File: src/rtl/alu_mc_pkg.sv
// Shared opcode map, status bit indices, FSM encoding and op-class helpers for alu_mc.
// ALU_MUL_EN enables the iterative multiplier on opcode 14.
package alu_mc_pkg;

  localparam logic [4:0] OP_LD   = 5'h00;
  localparam logic [4:0] OP_INC  = 5'h01;
  localparam logic [4:0] OP_ADD  = 5'h02;
  localparam logic [4:0] OP_ADC  = 5'h03;
  localparam logic [4:0] OP_SBB  = 5'h04;
  localparam logic [4:0] OP_SUB  = 5'h05;
  localparam logic [4:0] OP_DEC  = 5'h06;
  localparam logic [4:0] OP_LD1  = 5'h07;
  localparam logic [4:0] OP_AND  = 5'h08;
  localparam logic [4:0] OP_AND1 = 5'h09;
  localparam logic [4:0] OP_OR   = 5'h0A;
  localparam logic [4:0] OP_OR1  = 5'h0B;
  localparam logic [4:0] OP_XOR  = 5'h0C;
  localparam logic [4:0] OP_XOR1 = 5'h0D;
  localparam logic [4:0] OP_CMP  = 5'h0E;
  localparam logic [4:0] OP_CMP1 = 5'h0F;
  localparam logic [4:0] OP_RSH  = 5'h10;
  localparam logic [4:0] OP_ASR  = 5'h11;
  localparam logic [4:0] OP_MUL  = 5'h14;
  localparam logic [4:0] OP_LSH  = 5'h18;
  localparam logic [4:0] OP_ROL  = 5'h19;

  localparam int SIGN   = 3;
  localparam int ZERO   = 2;
  localparam int PARITY = 1;
  localparam int CARRY  = 0;

  typedef enum logic [1:0] {
    S_IDLE = 2'd0,
    S_EXEC = 2'd1,
    S_DONE = 2'd2
  } state_t;

  typedef struct packed {
    logic sign;
    logic zero;
    logic parity;
    logic carry;
  } flags_t;

  function automatic logic is_shift(input logic [4:0] op);
    return (op == OP_RSH) || (op == OP_ASR) || (op == OP_LSH) || (op == OP_ROL);
  endfunction

  // Without the multiplier, opcode 14 falls through to the LD default path.
  function automatic logic is_mul(input logic [4:0] op);
`ifdef ALU_MUL_EN
    return op == OP_MUL;
`else
    return (op != op);
`endif
  endfunction

endpackage

File: src/rtl/alu_mc_core.sv
// Combinational single-cycle datapath plus flag generation; iterative results
// (shift/rotate, multiply) are passed in and flagged through the same path.
module alu_mc_core
  import alu_mc_pkg::*;
#(
  parameter int DATA_WIDTH = 8
) (
  input  logic [4:0]            op,
  input  logic [DATA_WIDTH-1:0] a,
  input  logic [DATA_WIDTH-1:0] b,
  input  logic                  cf,
  input  logic                  iter_sel,
  input  logic [DATA_WIDTH-1:0] iter_c,
  input  logic                  iter_cy,
  output logic [DATA_WIDTH-1:0] c,
  output flags_t                flags
);

  localparam int W = DATA_WIDTH;

  logic [W:0]   ax, bx, cx, one, ext;
  logic [W-1:0] res;
  logic         arith;

  assign ax  = {1'b0, a};
  assign bx  = {1'b0, b};
  assign cx  = {{W{1'b0}}, cf};
  assign one = {{W{1'b0}}, 1'b1};

  // Arithmetic runs on W+1 bits so bit W is carry, or borrow on subtracts.
  always_comb begin
    ext   = '0;
    res   = a;
    arith = 1'b0;
    case (op)
      OP_INC:           begin ext = ax + one;      arith = 1'b1; end
      OP_ADD:           begin ext = ax + bx;       arith = 1'b1; end
      OP_ADC:           begin ext = ax + bx + cx;  arith = 1'b1; end
      OP_SBB:           begin ext = ax - bx - cx;  arith = 1'b1; end
      OP_SUB:           begin ext = ax - bx;       arith = 1'b1; end
      OP_DEC:           begin ext = ax - one;      arith = 1'b1; end
      OP_AND, OP_AND1:  res = a & b;
      OP_OR,  OP_OR1:   res = a | b;
      OP_XOR, OP_XOR1:  res = a ^ b;
      OP_CMP, OP_CMP1:  res = ~b;
      default:          res = a;
    endcase
    if (arith) res = ext[W-1:0];
  end

  assign c            = iter_sel ? iter_c : res;
  assign flags.sign   = c[W-1];
  assign flags.zero   = ~|c;
  assign flags.parity = ^c;
  assign flags.carry  = iter_sel ? iter_cy : (arith & ext[W]);

endmodule

File: src/rtl/alu_mc.sv
// Multi-cycle ALU: valid/ready issue, IDLE->EXEC->DONE FSM, registered status
// feeding ADC/SBB carry. ALU_MUL_EN adds the shift-add multiplier on opcode 14.
module alu_mc
  import alu_mc_pkg::*;
#(
  parameter int DATA_WIDTH = 8
) (
  input  logic                  clk,
  input  logic                  reset,
  input  logic                  in_valid,
  output logic                  in_ready,
  input  logic [4:0]            opcode,
  input  logic [DATA_WIDTH-1:0] A,
  input  logic [DATA_WIDTH-1:0] B,
  output logic                  done,
  output logic [DATA_WIDTH-1:0] C,
  output logic [DATA_WIDTH-1:0] C_hi,
  output logic [3:0]            status
);

  localparam int W       = DATA_WIDTH;
  localparam int SHAMT_W = $clog2(W);
  localparam int CNT_W   = SHAMT_W + 1;

  state_t           state, state_nx;
  logic [4:0]       op_q;
  logic [W-1:0]     a_q, b_q, wr, hi;
  logic             sh_cy, xfer, iter_sel, iter_cy;
  logic [CNT_W-1:0] cnt;
  logic [W:0]       mul_sum;
  logic [W-1:0]     core_c;
  flags_t           core_flags;

  assign xfer = in_valid && in_ready;

  always_ff @(posedge clk) begin
    if (reset) state <= S_IDLE;
    else       state <= state_nx;
  end

  always_comb begin
    state_nx = state;
    case (state)
      S_IDLE:  if (xfer) state_nx = S_EXEC;
      S_EXEC:  if (cnt == '0) state_nx = S_DONE;
      S_DONE:  state_nx = S_IDLE;
      default: state_nx = S_IDLE;
    endcase
  end

  always_comb begin
    in_ready = (state == S_IDLE);
  end

  // Multiplier step: wr holds the multiplier bits, shifted out LSB-first while
  // the product's low half shifts in from the top.
  assign mul_sum = {1'b0, hi} + (wr[0] ? {1'b0, a_q} : {(W+1){1'b0}});

  always_ff @(posedge clk) begin
    if (reset) begin
      done   <= 1'b0;
      C      <= '0;
      C_hi   <= '0;
      status <= '0;
      op_q   <= OP_LD;
      a_q    <= '0;
      b_q    <= '0;
      wr     <= '0;
      hi     <= '0;
      sh_cy  <= 1'b0;
      cnt    <= '0;
    end else begin
      done <= 1'b0;
      case (state)
        S_IDLE: if (xfer) begin
          op_q  <= opcode;
          a_q   <= A;
          b_q   <= B;
          hi    <= '0;
          sh_cy <= 1'b0;
          wr    <= is_mul(opcode) ? B : A;
          if (is_mul(opcode))        cnt <= CNT_W'(W);
          else if (is_shift(opcode)) cnt <= {1'b0, B[SHAMT_W-1:0]};
          else                       cnt <= '0;
        end
        S_EXEC: if (cnt != '0) begin
          cnt <= cnt - CNT_W'(1);
          if (is_mul(op_q)) begin
            hi <= mul_sum[W:1];
            wr <= {mul_sum[0], wr[W-1:1]};
          end else begin
            case (op_q)
              OP_RSH:  begin wr <= {1'b0, wr[W-1:1]};     sh_cy <= wr[0];   end
              OP_ASR:  begin wr <= {wr[W-1], wr[W-1:1]};  sh_cy <= wr[0];   end
              OP_LSH:  begin wr <= {wr[W-2:0], 1'b0};     sh_cy <= wr[W-1]; end
              OP_ROL:  begin wr <= {wr[W-2:0], wr[W-1]};  sh_cy <= wr[W-1]; end
              default: ;
            endcase
          end
        end
        S_DONE: begin
          done   <= 1'b1;
          C      <= core_c;
          C_hi   <= is_mul(op_q) ? hi : '0;
          status <= core_flags;
        end
        default: ;
      endcase
    end
  end

  assign iter_sel = is_shift(op_q) || is_mul(op_q);
  assign iter_cy  = is_mul(op_q) ? (hi != '0) : sh_cy;

  alu_mc_core #(.DATA_WIDTH(W)) u_core (
    .op      (op_q),
    .a       (a_q),
    .b       (b_q),
    .cf      (status[CARRY]),
    .iter_sel(iter_sel),
    .iter_c  (wr),
    .iter_cy (iter_cy),
    .c       (core_c),
    .flags   (core_flags)
  );

endmodule

File: config.mk
export PLATFORM = sky130hd
export DESIGN_NAME = alu_mc
export DESIGN_NICKNAME = d
export VERILOG_FILES = /design/src/rtl/alu_mc_pkg.sv /design/src/rtl/alu_mc_core.sv /design/src/rtl/alu_mc.sv
export SDC_FILE = /design/constraint.sdc
export NUM_CORES = 1
export LEC_CHECK = 0
export BUFFER_PORTS_ARGS = -buffer_cell sky130_fd_sc_hd__buf_4
export CORE_UTILIZATION = 30
export DETAILED_ROUTE_END_ITERATION = 8
export PLACE_DENSITY = 0.51
export SETUP_SLACK_MARGIN = 0.1
export SLEW_MARGIN = 20
export SYNTH_ARGS = -nofsm -noshare
export SYNTH_HDL_FRONTEND = slang
export SYNTH_HIERARCHICAL = 1
export SYNTH_SLANG_ARGS = --single-unit
File: constraint.sdc
create_clock -name clk -period 8.1 [get_ports clk]
set_input_delay 0.405 -clock clk [delete_from_list [all_inputs] [get_ports clk]]
set_output_delay 0.405 -clock clk [all_outputs]
set_load 0.1 [all_outputs]
### After elaboration in Yosys (flattened, before gate mapping)

Cells that the tools add are included.
Widths: inputs -> output; s select.

* memories kept: 0
* output and inout bits: 22
* ROM bits: 0
* latch bits: 0
* logic and storage cells: 103
* bits in registers: 49
* bits of input ports: 24
* bits in writable memories: 0

* div/mod/pow operators: 0
* bitwise gates (word level): 5
* shifts and indexed selects: 0
* multiply operators: 0
* eq/ne operators: 31
* muxes and demuxes: 22
* magnitude comparators: 0
* reductions and logical operators: 27
* $add $sub $neg: 7

Operators by type and width (count)
* $pmux 8 s4: 2
* $pmux 9 s6: 1
* $eq 5x4->1 const B: 8
* $eq 5x5->1 const B: 8
* $mux 8: 4
* $pmux 8 s2: 1
* $eq 5x3->1 const B: 3
* $reduce_or 2->1: 6
* $eq 5x2->1 const B: 2
* $add 8x1->9 const B: 1
* $add 8x8->9: 1
* $add 9x1->9: 1
* $sub 8x1->9 const B: 1
* $sub 8x8->9: 1
* $sub 9x1->9: 1
* $and 8x8->8: 1
* $mux 4: 2
* $not 8->8: 1
* $or 8x8->8: 1
* $pmux 4 s2: 1
* $reduce_and 4->1: 2
* $reduce_or 8->1: 1
* $reduce_xor 8->1: 1
* $xor 8x8->8: 1
* other kinds (26): 40

### Longest topological paths before layout

Gate-level depths: netlist (run 1).

* depth after elaboration: 7
* depth in mapped cells: 16
* depth with buffers taken out: 15

### Cells and area by module

The synthesis (run 1) kept the hierarchy.

Modules (own cells, without submodules)
* alu_mc_core: cells each 343, area an instance 2526.2 µm², instances 1, seq. area each 0.0 µm²
* alu_mc: cells each 253, area an instance 2070.7 µm², instances 1, seq. area each 980.9 µm²

### Worst setup path before layout (run 1)

OpenSTA, ideal clock, no wires.

* path kind: reg-to-reg
* from: register op_q[0]
* to: register status[1]
* slack: 4.761 ns
* cell stages (with the launch flop): 16
* data required time: 8.030 ns
* arrival: 3.269 ns
* setup time: 0.070 ns
* path through: dfxtp_1 > clkbuf_1 > nor3_1 > and3_1 > ha_1 > a211oi_1 > o21bai_1 > a21oi_1 > xnor2_1 > a21oi_1 > a31o_2 > ha_1 > xnor2_1 > xnor2_1 > nand2_1 > a21oi_1

RTL lines
* start: declaration: RTL line alu_mc.sv:26 `logic [4:0] op_q;`
* start signal: assignment: RTL line alu_mc.sv:76 `op_q <= opcode;`
* end signal: assignment: RTL line alu_mc.sv:105 `status <= core_flags;`
* end: declaration: RTL line alu_mc.sv:18 `output logic [3:0] status`

==> out/summary.md, run 1 <==
- result of the run: completed
- total wirelength of the detailed-routed design: 13600 um
- total of fill cells in the finished design: 1551
- Iter 0 DRT Violations: 260
- largest net degree at the start of global routing: 44
- Congestion Overflow GR: 0
- share of total power in the clock network: 0.255
- number of global-route vias before repair: 4081
- # Max-Cap Violations: 0
- post-cts gate resize count: 0
- placed instance count: 791
- clock sink count: 49
- Worst Skew: 0.00766 ns
- buffers inserted during post-CTS setup optimization: 0
- internal power: 0.000629 W
- count of boundary I/O pins: 46
- Core ar.: 0.0148 sq mm
- synthesis-stage register bit count: 49
- largest fanout on the critical path: 16
- routability-driven placement congestion ratio: 0.950
- DRC: 0
- Final setup viols: 0
- antenna violations before repair: 0
- hold buffer count at cts: 0
- class of the worst hold path: input pin to flop
- number of port buffers: 37
- clock root buffer: clkbuf_16
- critical-path cell with the highest stage delay: nor3_1
- Final Max Slew Viols: 0
- achievable frequency: 248 MHz
- share of total power consumed by net switching: 0.413
- Warnings, synthesis: 6
- remaining number of nets flagged by the antenna check after routing: 0
- Gate power share: 0.453
- layout cell share with drive strength beyond 1: 0.120
- post-place instance area: 0.00496 sq mm
- static leakage power: 2.07 nW
- required time reported for the critical path endpoint: 8.33 ns
- sequential cell area fraction in the yosys report: 0.213
- die height: 126 um
- detailed-route vias per instance: 5.41
- crit start category: flop
- type of the worst setup path: flop to flop
- endpoint type of the worst setup path: flop
- average wire length per cell after detail routing: 17.0 um
- EDFF count, synth: 0
- all-layer global routing usage: 0.177
- headroom to the max-slew limit: 0.382
- setup TNS: 0 ns
- Final Hold Violating Endpoints: 0
- cell with the most instances after synthesis: nand2_1
- H-tree levels: 2
- Worst IR Drop VDD: 101 uV
- total non-filler cell area in the finished layout: 0.00516 sq mm
- total vias in the final route: 4319
- summed instance area of the synthesized netlist: 0.00460 sq mm
- Std-Cell Rows: 44
- share of the clock period used by the worst path after layout: 0.497
- Starting Density: 0.312
- Finished Layout Cells: 799
- diode count: 0
- final HPWL from detailed placement: 10700 um
- setup repair after global routing missed its margin: no
- clock transition time at the flip-flop clock pins of the worst setup and hold paths: 0.07 ns
- clock tree from TritonCTS: built
- number of nets in the final layout: 681
- most common flop cell mapped by yosys: dfxtp_1
- Slowest Stage Delay on Critical Path: 0.53 ns
- Mapped Cells: 596
- relative contribution of sequential cells to total power: 0.292
- power per standard cell area: 208 mW/mm^2
- Num CTS Buffers: 5
- Layout area overhead: 12.2%
- sequence of cells on the critical path: nor3_1 > and3_1 > ha_1 > a21o_1 > a21oi_1 > xor2_1 > o22ai_1 > a211oi_1 > a32o_1 > ha_1 > xor2_1 > xnor2_1 > nand2_1 > a21oi_1
- Clk Latency, worst-skew pair: 0.30 ns
- arrival time at the worst endpoint: 4.25 ns
- width of the die: 126 um
- total iterations of the first detailed-routing run: 4
- minimum period implied by the final worst setup slack: 4.03 ns
- minimum setup slack among reg-to-reg paths: 4.07 ns
- die footprint: 0.0158 sq mm
- transition time of the tightest slew-check pin: 0.926 ns
- fraction of synthesized cell area taken by the top area cell type: 0.213
- top post-synthesis cells by count: nand2_1 (88), a21oi_1 (61), dfxtp_1 (49)
- Switching Power: 0.000442 W
- top cells by area, synth: dfxtp_1 (21%), ha_1 (11%), nand2_1 (7.2%)
- count of distinct cell types in the synthesized netlist: 72
- share of flip-flops with an asynchronous set or reset after synthesis: 0
- leading area contributor after synthesis: dfxtp_1
- maximum clock insertion buffer count: 2
- global-route wire length before repair: 21900 um
- syn_area_per_cell: 7.71 sq um
[cell usage in the layout, fill, tap and decap left out, types with 4 or more instances in the layout]
cell       Yosys  layout
o32ai_1        4       4
nand2b_1      14      14
o21ai_0       24      24
a21oi_1       61      61
a22o_1         9       9
nor4_1         4       4
a211oi_1       8       8
ha_1          40      40
dfxtp_1       49      49
nor2b_1        7       7
nor2_1        36      36
and3_1         9       9
conb_1         1       8
o21bai_1       7       7
clkbuf_16      0       5
a21o_1        10      10
mux2i_1        8       8
or3_1          4       4
xnor2_1       18      18
xor2_1         7       7
inv_1         44      44
nor3_1        11      11
and2_1         7       7
a31oi_1        6       6
nand3_1       10      10
nand2_1       88      88
buf_4         10      41
mux4_2         8       8
[critical path: cells and delay by family (launching register included)]
kind	cells	cell delay, ns
AO/OA/AOI/OAI	6	1.21
adder cells (fa/ha/maj)	2	0.62
flip-flops	1	0.49
XOR/XNOR	3	0.51
AND/OR/NAND/NOR	3	1.12
[cells by family after synthesis]
family | synth area share
simple gates | 0.229
compound gates | 0.240
buf+inv | 0.0811
flops | 0.213
fa+ha+maj | 0.122
xor+xnor | 0.0476
mux | 0.0664
other cells | 0.000816
[power by group through the flow]
stage	Clock (W)	Sequential (W)	Combinational, W
3_5_place_dp	0	0.000318	0.000479
4_1_cts	0.000280	0.000313	0.000482
2_1_floorplan	0	0.000316	0.000372
5_1_grt	0.000289	0.000318	0.000533
6_report	0.000274	0.000312	0.000485
3_3_place_gp	0	0.000317	0.000477
[path summary, 6_finish.rpt]
kind                                 end  cells after the start                   start
setup reg to reg  status[1]$_SDFFE_PP0P_                     14    op_q[0]$_SDFFE_PP0P_
setup / recovery  status[1]$_SDFFE_PP0P_                     14    op_q[0]$_SDFFE_PP0P_
hold reg to reg   status[3]$_SDFFE_PP0P_                      2  status[3]$_SDFFE_PP0P_
hold / removal       b_q[3]$_SDFFE_PP0P_                      3                    B[3]
[layer usage]
| layer | vias up | track usage | part of all wire |
|---|---|---|---|
| li1 | 2136 | - | - |
| met1 | 2057 | 0.240 | 0.48 |
| met2 | 109 | 0.287 | 0.45 |
| met3 | 17 | 0.0268 | 0.047 |
| met4 | 0 | 0.0588 | 0.020 |
| met5 | - | 0 | 0 |
[state kept, by name, summed over array words and instances, names as in the netlist]
register and cells:
iter_cy 1, cnt 4, state 2, done 1, op_q 5, C 8, status 4, b_q 8
wr 8, a_q 8
[through the flow]
stage | hold WS [ns] | total power [W] | util | worst slack, ns
after floorplan | 0.426 | 0.000688 | - | 4.76
after global placement | 0.449 | 0.000794 | 0.336 | 4.07
after detailed placement | 0.455 | 0.000798 | 0.336 | 4.17
after CTS | 0.341 | 0.00107 | 0.349 | 4.13
after global routing | 0.351 | 0.00114 | 0.350 | 3.69
final | 0.350 | 0.00107 | 0.350 | 4.07
[cell type report]
class,instances,area [sq um],share of cell area
Inverter,44,165,0.0320
Multi-Input combinational cell,473,3280,0.637
Timing Repair Buffer,41,308,0.0597
Clock buffer,5,125,0.0243
Sequential cell,49,981,0.190
Clock inverter,3,65.1,0.0126
Tap cell,184,230,0.0446
(Power assumes the default switching activity.)
==> inputs of run 2 (changes only) <==
==> constraint.sdc (replaced) <==
create_clock -name clk -period 4.1 [get_ports clk]
set_input_delay 0.205 -clock clk [delete_from_list [all_inputs] [get_ports clk]]
set_output_delay 0.205 -clock clk [all_outputs]
set_load 0.1 [all_outputs]
==> out/summary.md, run 2 (synthesis gave the netlist of run 1 again) <==
- result of the run: completed
- global-route wire length before repair: 23100 um
- detailed-route vias per instance: 5.36
- arrival time at the worst endpoint: 3.93 ns
- die footprint: 0.0158 sq mm
- maximum clock insertion buffer count: 2
- minimum setup slack among reg-to-reg paths: 0.41 ns
- Final setup viols: 0
- Worst Reg-to-Reg Cells: 16
- startpoint of the most critical setup path: a_q[0]$_SDFFE_PP0P_
- number of port buffers: 37
- M2 GR Usage: 0.292
- count of boundary I/O pins: 46
- total non-filler cell area in the finished layout: 0.00523 sq mm
- footprint of the flip-flops and latches: 981 sq um
- Core ar.: 0.0148 sq mm
- share of total power consumed by net switching: 0.441
- class of the worst hold path: input pin to flop
- setup TNS: 0 ns
- static leakage power: 2.12 nW
- Switching Power: 0.000920 W
- minimum period implied by the final worst setup slack: 3.69 ns
- share of total power in the clock network: 0.212
- Final Hold Violating Endpoints: 0
- most common cell after layout, fill and taps aside: nand2_1
- internal power: 0.00116 W
- most crowded layer after global routing: met2
- diode count: 0
- all-layer global routing usage: 0.187
- most frequent cells in the layout: nand2_1 (88), a21oi_1 (61), buf_4 (54)
- Gate power share: 0.503
- headroom to the max-slew limit: 0.352
- number of nets in the final layout: 694
- capture instance of the worst register-to-register path: status[1]$_SDFFE_PP0P_
- Critical path destination: status[1]$_SDFFE_PP0P_
- crit start category: flop
- achievable frequency: 271 MHz
- multi-input logic area: 0.00330 sq mm
- average wire length per cell after detail routing: 17.6 um
- total of fill cells in the finished design: 1586
- clock tree from TritonCTS: built
- Final Max Slew Viols: 0
- post-place instance area: 0.00506 sq mm
- clock transition time at the flip-flop clock pins of the worst setup and hold paths: 0.08 ns
- transition time of the tightest slew-check pin: 0.972 ns
- placed instance count: 803
- Num CTS Buffers: 5
- width of the die: 126 um
- total wirelength of the detailed-routed design: 14300 um
- setup repair after global routing missed its margin: no
- Std-Cell Rows: 44
- layout cell share with drive strength beyond 1: 0.142
- # Max-Cap Violations: 0
- routability-driven placement congestion ratio: 0.914
- power per standard cell area: 398 mW/mm^2
- Iter 0 DRT Violations: 273
- Starting Density: 0.312
- type of the worst setup path: flop to flop
- clock root buffer: clkbuf_16
- largest fanout on the critical path: 8
- Slowest Stage Delay on Critical Path: 0.51 ns
- fraction of met1 tracks used by global routing: 0.258
- worst hold margin: 0.143 ns
- global-route track usage on met3: 0.0323
- clock sink count: 49
- Finished Layout Cells: 812
- share of the clock period used by the worst path after layout: 0.901
- Worst Skew: 0.0127 ns
- DRC: 0
- remaining number of nets flagged by the antenna check after routing: 0
- final HPWL from detailed placement: 11300 um
- Clk Latency, worst-skew pair: 0.31 ns
- total iterations of the first detailed-routing run: 5
- endpoint type of the worst setup path: flop
- required time reported for the critical path endpoint: 4.33 ns
- number of global-route vias before repair: 4212
- total vias in the final route: 4355
- FF-to-FF Start: a_q[0]$_SDFFE_PP0P_
- Worst IR Drop VDD: 290 uV
- critical-path cell with the highest stage delay: dfxtp_1
- sequence of cells on the critical path: inv_1 > ha_1 > fa_1 > o21bai_1 > a21oi_1 > xnor2_2 > buf_4 > nand3_1 > xnor2_1 > o221ai_1 > o32ai_1 > ha_1 > xor2_1 > xnor2_1 > nand2_1 > a21oi_1
- die height: 126 um
- Congestion Overflow GR: 0
- H-tree levels: 2
- antenna violations before repair: 0
- relative contribution of sequential cells to total power: 0.285
- Layout area overhead: 13.9%
- largest net degree at the start of global routing: 44
==> run 2: cell count changes in the layout (fill, tap and decap cells not counted), sizes merged <==
cell / delta
buf: +13
bufinv: -2
clkinv: -1
clkinvlp: +1
inv: +2
==> run 2: worst min-delay path by stage <==
stage / from / endpoint / slack [ns] / depth (start not counted)
global route: B[4] / b_q[4]$_SDFFE_PP0P_ / 0.14 / 3
finish: B[3] / b_q[3]$_SDFFE_PP0P_ / 0.14 / 3
floorplan: B[4] / b_q[4]$_SDFFE_PP0P_ / 0.34 / 2
CTS: B[6] / b_q[6]$_SDFFE_PP0P_ / 0.14 / 3
global placement: C[7]$_SDFFE_PP0P_ / C[7]$_SDFFE_PP0P_ / 0.45 / 2
detailed placement: status[3]$_SDFFE_PP0P_ / status[3]$_SDFFE_PP0P_ / 0.45 / 2
==> run 2: area by class of cell <==
cell class,instances,area share
multi-input combinational,473,0.631
sequential,49,0.187
timing repair buffer,54,0.0775
tap,184,0.0440
inverter,44,0.0316
clock buffer,5,0.0239
clock inverter,3,0.00478
==> run 2: power by group through the flow <==
stage	registers [W]	logic, W	clock network [W]
after floorplan	0.000625	0.000735	0
after global placement	0.000603	0.00101	0
after detailed placement	0.000605	0.00102	0
after CTS	0.000594	0.00103	0.000455
after global routing	0.000601	0.00115	0.000478
final	0.000594	0.00105	0.000443
==> run 2: repair_timing <==
action                     CTS  global route
hold buffers                 0             0
gates resized for setup      0             3
buffers inserted             0             1
setup endpoints to repair    0             1
==> run 2: worst max-delay path: cells and delay by family (launching register included) <==
family	cells	cell delay, ns
buf+inv	2	0.29
fa+ha+maj	3	0.95
flops	1	0.51
xor+xnor	4	0.76
compound gates	5	0.96
simple gates	2	0.15
==> run 2: layer usage <==
layer  up-vias  wire, um
met3        19       597
met5         -         0
met1      2063      6920
met4         0       393
met2       110      6390
li1       2163         -
==> run 2: through the flow <==
step | util | setup WS (ns) | power, W
finish | 0.355 | 0.407 | 0.00208
global route | 0.355 | 0.105 | 0.00223
CTS | 0.353 | 0.271 | 0.00208
detailed placement | 0.343 | 0.322 | 0.00163
global placement | 0.342 | 0.433 | 0.00162
floorplan | - | 0.761 | 0.00136
